===== src/rtl/imm_encoder.sv =====
// Inverse immediate extender: 32-bit value -> (imm, EOp, fit), queued in a DEPTH-entry FIFO.
// Latency: 1 cycle push-to-out_valid; in_ready drops when full, independent of out_ready.
module imm_encoder #(
    parameter int DEPTH = 2,
    parameter int CNT_W = 8
) (
    input  logic             clk,
    input  logic             rst_n,
    input  logic             in_valid,
    output logic             in_ready,
    input  logic [31:0]      in_value,
    output logic             out_valid,
    input  logic             out_ready,
    output logic [15:0]      out_imm,
    output logic [1:0]       out_eop,
    output logic             out_fit,
    output logic [CNT_W-1:0] miss_cnt
);

    localparam int PTR_W  = (DEPTH > 1) ? $clog2(DEPTH) : 1;
    localparam int OCC_W  = $clog2(DEPTH + 1);

    typedef struct packed {
        logic [15:0] imm;
        logic [1:0]  eop;
        logic        fit;
    } res_t;

    res_t             mem_q [DEPTH];
    res_t             mem_d [DEPTH];
    logic [PTR_W-1:0] wr_ptr_q, wr_ptr_d;
    logic [PTR_W-1:0] rd_ptr_q, rd_ptr_d;
    logic [OCC_W-1:0] count_q, count_d;
    logic [CNT_W-1:0] miss_cnt_q, miss_cnt_d;

    res_t res_enc;
    res_t head;
    logic push;
    logic pop;

    function automatic logic [PTR_W-1:0] ptr_inc(input logic [PTR_W-1:0] p);
        return (p == PTR_W'(DEPTH - 1)) ? '0 : p + 1'b1;
    endfunction

    // Priority order matters: a value matching several EOps takes the first one.
    always_comb begin
        res_enc = '{imm: in_value[15:0], eop: 2'b00, fit: 1'b0};
        if (&in_value[31:15] || ~|in_value[31:15]) begin
            res_enc.fit = 1'b1;
        end else if (~|in_value[31:16]) begin
            res_enc.eop = 2'b01;
            res_enc.fit = 1'b1;
        end else if (~|in_value[15:0]) begin
            res_enc.imm = in_value[31:16];
            res_enc.eop = 2'b10;
            res_enc.fit = 1'b1;
        end else if (~|in_value[1:0] && (&in_value[31:17] || ~|in_value[31:17])) begin
            res_enc.imm = in_value[17:2];
            res_enc.eop = 2'b11;
            res_enc.fit = 1'b1;
        end
    end

    assign in_ready  = (count_q < OCC_W'(DEPTH));
    assign out_valid = (count_q != '0);
    assign push      = in_valid & in_ready;
    assign pop       = out_valid & out_ready;

    always_comb begin
        mem_d      = mem_q;
        wr_ptr_d   = wr_ptr_q;
        rd_ptr_d   = rd_ptr_q;
        count_d    = count_q;
        miss_cnt_d = miss_cnt_q;
        if (push) begin
            mem_d[wr_ptr_q] = res_enc;
            wr_ptr_d        = ptr_inc(wr_ptr_q);
            if (!res_enc.fit && (miss_cnt_q != '1)) begin
                miss_cnt_d = miss_cnt_q + 1'b1;
            end
        end
        if (pop) begin
            rd_ptr_d = ptr_inc(rd_ptr_q);
        end
        case ({push, pop})
            2'b10:   count_d = count_q + 1'b1;
            2'b01:   count_d = count_q - 1'b1;
            default: count_d = count_q;
        endcase
    end

    always_ff @(posedge clk) begin
        if (!rst_n) begin
            wr_ptr_q   <= '0;
            rd_ptr_q   <= '0;
            count_q    <= '0;
            miss_cnt_q <= '0;
        end else begin
            wr_ptr_q   <= wr_ptr_d;
            rd_ptr_q   <= rd_ptr_d;
            count_q    <= count_d;
            miss_cnt_q <= miss_cnt_d;
        end
    end

    // Payload storage is never reset; out_valid gating hides stale entries.
    always_ff @(posedge clk) begin
        if (rst_n) begin
            mem_q <= mem_d;
        end
    end

    assign head     = mem_q[rd_ptr_q];
    assign out_imm  = out_valid ? head.imm : '0;
    assign out_eop  = out_valid ? head.eop : '0;
    assign out_fit  = out_valid ? head.fit : 1'b0;
    assign miss_cnt = miss_cnt_q;

endmodule

===== config.mk =====
export PLATFORM = sky130hd
export DESIGN_NAME = imm_encoder
export DESIGN_NICKNAME = d
export VERILOG_FILES = /design/src/rtl/imm_encoder.sv
export SDC_FILE = /design/constraint.sdc
export NUM_CORES = 1
export LEC_CHECK = 0
export ABC_AREA = 1
export CAP_MARGIN = 40
export CORE_AREA = 2 2 144 90
export CTS_CLUSTER_SIZE = 24
export DETAILED_ROUTE_END_ITERATION = 16
export DIE_AREA = 0 0 146 92
export PLACE_DENSITY = 0.5
export SKIP_LAST_GASP = 1
export SYNTH_ARGS = -nofsm -noshare
export SYNTH_HDL_FRONTEND = slang
export SYNTH_SLANG_ARGS = --single-unit

===== constraint.sdc =====
create_clock -name clk -period 6.8 [get_ports clk]
set_input_delay 0.68 -clock clk [delete_from_list [all_inputs] [get_ports clk]]
set_output_delay 0.68 -clock clk [all_outputs]
set_load 0.02 [all_outputs]

# ---- Yosys cells after proc, flatten, opt, wreduce, memory -nomap -nowiden
# Index checks and enable logic that the tools add are counted.
dict set report word_totals {
  reg_bits 50
  latch_bits 0
  ram_bits 0
  romBits 0
  inputBits 36
  output_inout_bits 29
  elab_cells 64
  memories 0
}
dict set report op_classes {
  addsub 5
  mul 0
  n_div 0
  order_cmp 4
  eq_ne 3
  shift 0
  mux 18
  n_bitwise 4
  reduce_logical 20
}
# operator n
set op_table {}
lappend op_table {{$mux W19} 6}
lappend op_table {{$bwmux W38} 1}
lappend op_table {{$mux W16} 2}
lappend op_table {{$reduce_or A16 Y1} 2}
lappend op_table {{$demux W19 S1} 1}
lappend op_table {{$mux W18} 1}
lappend op_table {{$reduce_and A17 Y1} 1}
lappend op_table {{$reduce_or A17 Y1} 1}
lappend op_table {{$reduce_and A15 Y1} 1}
lappend op_table {{$reduce_or A15 Y1} 1}
lappend op_table {{$add A8 B1 Y8 const B} 1}
lappend op_table {{$ne A8 B8 Y1 const B} 1}
lappend op_table {{$ge A2 B2 Y1 const B} 2}
lappend op_table {{$logic_not A1 Y1} 4}
lappend op_table {{$mux W1} 4}
lappend op_table {{$not A1 Y2} 2}
lappend op_table {{$pmux W2 S2} 1}
lappend op_table {{$reduce_and A2 Y1} 2}
lappend op_table {{$reduce_bool A2 Y1} 2}
lappend op_table {{$logic_and A1 B1 Y1} 3}
lappend op_table {{$mux W3} 1}
lappend op_table {{$add A1 B1 Y1 const B} 2}
lappend op_table {{$add A2 B1 Y2 const B} 1}
lappend op_table {{$and A1 B1 Y1} 2}
lappend op_table {{8 further kinds} 9}

# ---- Depth between registers and ports, before layout
# Gate-level depths: netlist of the first run.
dict set report depth {
  ltp_word 11
  depth_mapped 11
  ltp_nobuf 11
}

# ---- Least setup slack after synthesis of the first run
# OpenSTA, ideal clock, no wires.
dict set report synth_path {
  path_type {input -> register}
  start {in in_valid}
  end {reg mem_q[0] (netlist name) (enable)}
  setup_ns 0.419
  t_arrival_ns 2.131
  required_ns 6.381
  setup_slack_ns 4.250
  cell_stages 2
  path_buffers 0
  path_cell_list {nand2_1 -> nor3_1}
}
dict set report synth_via {
  elab_chain_cells 2
}
# element line
set synth_lines {}
lappend synth_lines {{start, declared} 9} ;# input logic in_valid,
lappend synth_lines {{$and A1 B1 Y1} 66} ;# assign push = in_valid & in_ready;
lappend synth_lines {{$reduce_and A2 Y1 (no source line)} -}
lappend synth_lines {{end signal, assigned} 109} ;# mem_q <= mem_d;
lappend synth_lines {{end, declared} 29} ;# res_t mem_q [DEPTH];
# Every way passes these cells.
# A chain may end at the register's enable or synchronous reset.

# ---- Final worst setup path of the first run
dict set report layout_path {
  start {reg rd_ptr_q}
  end {out out_fit}
}
dict set report layout_via {
  elab_chain_cells 5
}
# element line
set layout_lines {}
lappend layout_lines {{start, declared} 32} ;# logic [PTR_W-1:0] rd_ptr_q, rd_ptr_d;
lappend layout_lines {{start signal, assigned} 100} ;# rd_ptr_q <= rd_ptr_d;
lappend layout_lines {{$not A1 Y2 (implied by the code)} 113} ;# assign head = mem_q[rd_ptr_q];
lappend layout_lines {{$mux W19 (implied by the code) (3 in a row)} 113}
lappend layout_lines {{$mux W1} 116} ;# assign out_fit = out_valid ? head.fit : 1'b0;
lappend layout_lines {{end, declared} 16} ;# output logic out_fit,
# Every way passes these cells. The select of a mux whose other input is x is not followed.

==> flow_summary.yaml, run 1 <==
synthesis:
  synth.cell_area_um2: 2734
  synthTopCellsByArea: "edfxtp_1 42%, nand2_1 15%, dfxtp_1 8.8%"
  yosysWarnings: 0
  yosysSeqAreaShare_pct: 50.53
  syn_area_per_cell_um2: 8.259
  synth.distinct_cells: 30
  synth_top_area_share_pct: 41.74
  syn-num-nets: 369
  ys_seq_elements: 50
  synth_cells: 331
  synth_top_cell_by_area: "edfxtp_1"
setup_path:
  critPathRequiredTime_ps: 6120
  crit_arrival_ps: 2540
  path_class: "reg -> out"
  slowest_stage: "clkdlybuf4s50_1"
  reg2reg_depth: 10
  cp_cell_sequence: "inv_1 > nand2_1 > a21oi_1 > clkdlybuf4s50_1"
  startpoint_type: "flop"
  critPathMaxStageDelay_ps: 670
  crit_buf_inv: 2
  cp-end-kind: "output port"
  crit_fanout: 21
  cp_top_family: "buffers and inverters"
  path_depth: 4
drt:
  viasPerCell: 4.250
  vias: 2401
  drtPass1Iterations: 4
  drcViolationCount: 0
  first_iter_violations: 165
  wl_per_cell_um: 13.65
  routed_wl_um: 7714
  ant_nets: 0
global_routing:
  grt_pass1_vias: 2213
  grt-ovfl-total: 0
  grt_usage_pct: 11.63
  antenna_found_initial: 0
  grt_pass1_wl_um: 12130
  grt_max_degree: 26
sta:
  finalCriticalPeriod_ps: 3221
  setup_viol: 0
  fmax_mhz: 310.5
  finalMaxSlewViolations: 0
  fin_tns_setup_ps: 0
  worst_slew_pin_slew_ps: 823.6
  rsz0062_at_grt: "no"
  finalHoldViolCount: 0
  skew_ps: 3.928
  post-route-period-util_pct: 47.36
  relSlewSlack_pct: 44.89
finish:
  areaGrowthSynthToFinish_pct: 36.25
  final_nets: 432
  drive_above_1_share_pct: 8.101
  utilization_pct: 30.21
  antenna_cells: 0
  fillCellCount: 1338
clock_network:
  ctsRootBufferMaster: "clkbuf_16"
  htree_num_levels: 2
  clk_latency_ps: 280
  clkSlewWorstSetupHoldPaths_ps: 60
  post_cts_buffers: 0
  cts_tree: "yes"
  ctsResizeCount: 0
  cts_made_buffers: 5
  ctsHoldBuffers: 0
  clockBufferDepth: 2
  cts.sinks: 50
floorplan:
  rows: 32
  die-area_um2: 13430
  io_pins: 65
  die_y_um: 92
  initial_core_util_pct: 22.17
  die_x_um: 146
  core-area_um2: 12330
power:
  ir_drop_v: 0.00008675
  leakagePower_uw: 0.001399
  power_density_nw_per_um2: 282.8
placement:
  port-buffer-count: 64
  gp_congestion: 0.8539
  place_hpwl_um: 5901
status:
  status: "finished, final reports clean"
job:
  drv_cap: 0
worst_hold_path:
  holdPathStages: 2
  min_path_type: "reg -> reg"
-- layout by cell type, fill, tap and decap left out, drive strengths merged, types with 2 or more instances in the layout --
cell	netlist	layout
a21oi	36	36
buf	5	3
clkbuf	6	5
clkdlybuf4s50	0	64
dfxtp	12	12
edfxtp	38	38
ha	2	2
inv	33	34
nand2	111	111
nand3	10	10
nand4	8	8
nor2	26	26
nor3	4	4
o21ai	30	30
xnor2	2	2
xor2	5	5
-- flip-flops by register name, indices dropped and copies added (netlist names) --
name and flops:
mem_q 38, count_q 2, miss_cnt 8, rd_ptr_q 1, wr_ptr_q 1
-- where the power goes --
part,switching [µW],internal [µW]
sequential,21.6,359
combinational,232,163
clock,104,174
-- area by class of cell --
cell class / count / area [µm²] / area share, %
flip-flops and latches: 50 / 1381 / 37.08
multi-input cells: 237 / 1175 / 31.54
repair buffers: 67 / 663.1 / 17.80
well taps: 170 / 212.7 / 5.710
clock buffers: 5 / 125.1 / 3.359
inverters: 33 / 123.9 / 3.326
clock inverters: 3 / 43.79 / 1.176
-- synthesized netlist by cell type --
master / n
nand2_1: 107
edfxtp_1: 38
a21oi_1: 34
inv_1: 29
nor2_1: 23
o21ai_0: 17
dfxtp_1: 12
o21ai_1: 10
nand4_1: 8
nand3_1: 7
clkbuf_1: 6
xor2_1: 5
inv_2: 4
nand2_2: 4
nor3_1: 4
o21ai_2: 3
a21oi_4: 2
buf_2: 2
buf_6: 2
ha_1: 2
nand3_2: 2
xnor2_1: 2
a31oi_2: 1
buf_1: 1
nand3_4: 1
nand3b_1: 1
nor2_2: 1
nor2_4: 1
nor2_8: 1
o22ai_1: 1
-- worst min-delay path, cell delays in order, from the launching register on --
cell and delay (ps):
dfxtp_1 310, nand2_1 60, a21oi_1 50
-- cell families after synthesis --
| kind of cell | synth area share, % |
|---|---|
| simple gates | 25.63 |
| compound gates | 14.00 |
| flops | 50.53 |
| buf+inv | 6.681 |
| xor+xnor | 2.243 |
| fa+ha+maj | 0.9152 |
-- metrics by stage --
step | total power, µW | setup WS (ps) | instance area, µm² | instances | hold slack (ps)
floorplan | 588.2 | 4250 | 2734 | 331 | 441.1
global placement | 786.9 | 3847 | 3556 | 557 | 448.7
detailed placement | 789.1 | 3846 | 3556 | 557 | 453.9
CTS | 1069 | 3536 | 3725 | 565 | 463.9
global route | 1112 | 3376 | 3725 | 565 | 495.4
finish | 1053 | 3579 | 3725 | 565 | 466.7
-- path summary, 6_finish.rpt --
check / start / slack (ps) / to
max: rd_ptr_q$_SDFFE_PN0P_ / 3580 / out_fit
min: wr_ptr_q$_SDFFE_PN0P_ / 470 / wr_ptr_q$_SDFFE_PN0P_
max reg2reg: count_q[0]$_SDFFE_PN0P_ / 4460 / count_q[1]$_SDFFE_PN0P_
min reg2reg: wr_ptr_q$_SDFFE_PN0P_ / 470 / wr_ptr_q$_SDFFE_PN0P_
-- routing by layer --
layer / GRT usage, % / up-vias / wire [µm]
met5: 0 / - / 0
met4: 2.427 / 0 / 60
met3: 3.085 / 6 / 554
met2: 15.68 / 90 / 2984
met1: 18.17 / 1083 / 4114
li1: - / 1222 / -
(Power assumes the default switching activity.)
==> run 2, diff against run 1 <==
clock period = 3.2 ns   (was 6.8 ns; I/O delays follow)
==> run 2 against run 1 <==
Worst setup slack got worse by 2900 ps. Critical path type unchanged. Critical endpoint is now out_imm[0]. Die area stayed put. Clock-buffer cell count stayed put. First-iteration DRC count up 28%. Routed wire length up 1.3%. Power up 120%. Highest routed layer unchanged.
==> flow_summary.yaml, run 2 (same netlist as run 1, synthesis figures left out) <==
status:
  status: "finished, final reports clean"
global_routing:
  grt_usage_pct: 11.58
  grt_max_degree: 26
  grt-ovfl-total: 0
  grt_pass1_vias: 2270
  grt_pass1_wl_um: 12190
  antenna_found_initial: 0
drt:
  routed_wl_um: 7811
  drcViolationCount: 0
  viasPerCell: 4.299
  first_iter_violations: 211
  vias: 2433
  drtPass1Iterations: 4
  ant_nets: 0
  wl_per_cell_um: 13.80
sta:
  whs_ps: 466.9
  worst_slew_pin_slew_ps: 734.2
  relSlewSlack_pct: 51.00
  skew_ps: 4.001
  fmax_mhz: 404.7
  post-route-period-util_pct: 77.21
  finalHoldViolCount: 0
  finalMaxSlewViolations: 0
  finalCriticalPeriod_ps: 2471
  setup_viol: 0
  worst_slack_ps: 729.1
  rsz0062_at_grt: "no"
  fin_tns_setup_ps: 0
floorplan:
  io_pins: 65
  initial_core_util_pct: 22.17
  rows: 32
  core-area_um2: 12330
  die_x_um: 146
  die_y_um: 92
  die-area_um2: 13430
power:
  power_density_nw_per_um2: 619.7
  intPower_uw: 1562
  p_sw_uw: 766.9
  leakagePower_uw: 0.001414
  ir_drop_v: 0.0002258
  clock_power_share_pct: 29.3
  switching_share_pct: 32.94
  combPwrFrac_pct: 36.9
  power_frac_seq_pct: 33.8
  p_total_uw: 2328
clock_network:
  ctsHoldBuffers: 0
  cts_made_buffers: 5
  clkSlewWorstSetupHoldPaths_ps: 60
  ctsResizeCount: 0
  ctsRootBufferMaster: "clkbuf_16"
  clk_latency_ps: 290
  cts.sinks: 50
  post_cts_buffers: 0
  clockBufferDepth: 2
  htree_num_levels: 2
  cts_tree: "yes"
finish:
  multi_input_area_um2: 1175
  ff_latch_area_um2: 1381
  regMostFlops: "mem_q"
  areaGrowthSynthToFinish_pct: 37.44
  fillCellCount: 1337
  final_nets: 433
  final_cell_mix: "107 x nand2_1, 64 x clkdlybuf4s50_1, 38 x edfxtp_1"
  drive_above_1_share_pct: 8.333
  largest_reg_flops: 38
  layout_commonest_cell: "nand2_1"
  antenna_cells: 0
job:
  drv_cap: 0
placement:
  gp_congestion: 0.8185
  post-place-ws_ps: 613.4
  port-buffer-count: 64
  place_hpwl_um: 5853
setup_path:
  crit_fanout: 21
  startpoint_type: "flop"
  cp-end-kind: "output port"
  path_class: "reg -> out"
  crit_arrival_ps: 2150
  critPathRequiredTime_ps: 2880
worst_hold_path:
  min_path_type: "reg -> reg"
[run 2: cell count changes in the layout (fill, tap and decap cells not counted), sizes merged]
cell    delta
buf        +1
bufinv     +1
inv        -1
[run 2: path summary, 6_finish.rpt]
path	startpoint	to	slack, ps	cells after the start
worst max register to register	miss_cnt[0]$_SDFFE_PN0P_	miss_cnt[4]$_SDFFE_PN0P_	1460	7
worst min-delay path	wr_ptr_q$_SDFFE_PN0P_	wr_ptr_q$_SDFFE_PN0P_	470	2
worst min register to register	wr_ptr_q$_SDFFE_PN0P_	wr_ptr_q$_SDFFE_PN0P_	470	2
worst max-delay path	rd_ptr_q$_SDFFE_PN0P_	out_imm[0]	730	4
[run 2: layout make-up]
type | instances | area share, %
inverters | 33 | 3.297
clock inverters | 3 | 1.832
multi-input cells | 237 | 31.27
clock buffers | 5 | 3.330
well taps | 170 | 5.661
flip-flops and latches | 50 | 36.76
repair buffers | 68 | 17.85
[run 2: worst max-delay path, stage by stage, from the launching register on]
cell and delay (ps):
dfxtp_1 310, inv_1 530, nand2_1 110, a21oi_1 240
clkdlybuf4s50_1 670
[run 2: stage by stage]
stage / cells / area, µm² / utilization (%)
floorplan: 331 / 2734 / -
global placement: 558 / 3563 / 28.90
detailed placement: 558 / 3563 / 28.90
CTS: 566 / 3757 / 30.47
global route: 566 / 3757 / 30.47
finish: 566 / 3757 / 30.47
[run 2: power by group through the flow]
| stage | Clock (µW) | Sequential (µW) | Combinational, µW |
|---|---|---|---|
| final | 681 | 787 | 860 |
| after floorplan | 0 | 803 | 447 |
| after detailed placement | 0 | 801 | 877 |
| after CTS | 688 | 787 | 879 |
| after global routing | 711 | 793 | 939 |
| after global placement | 0 | 800 | 874 |
[run 2: metal layers]
layer / vias to the layer above / wire length, µm / global-route usage, %
li1: 1224 / - / -
met1: 1136 / 4174 / 18.01
met2: 68 / 3166 / 15.84
met3: 5 / 422 / 2.886
met4: 0 / 47 / 2.427
met5: - / 0 / 0
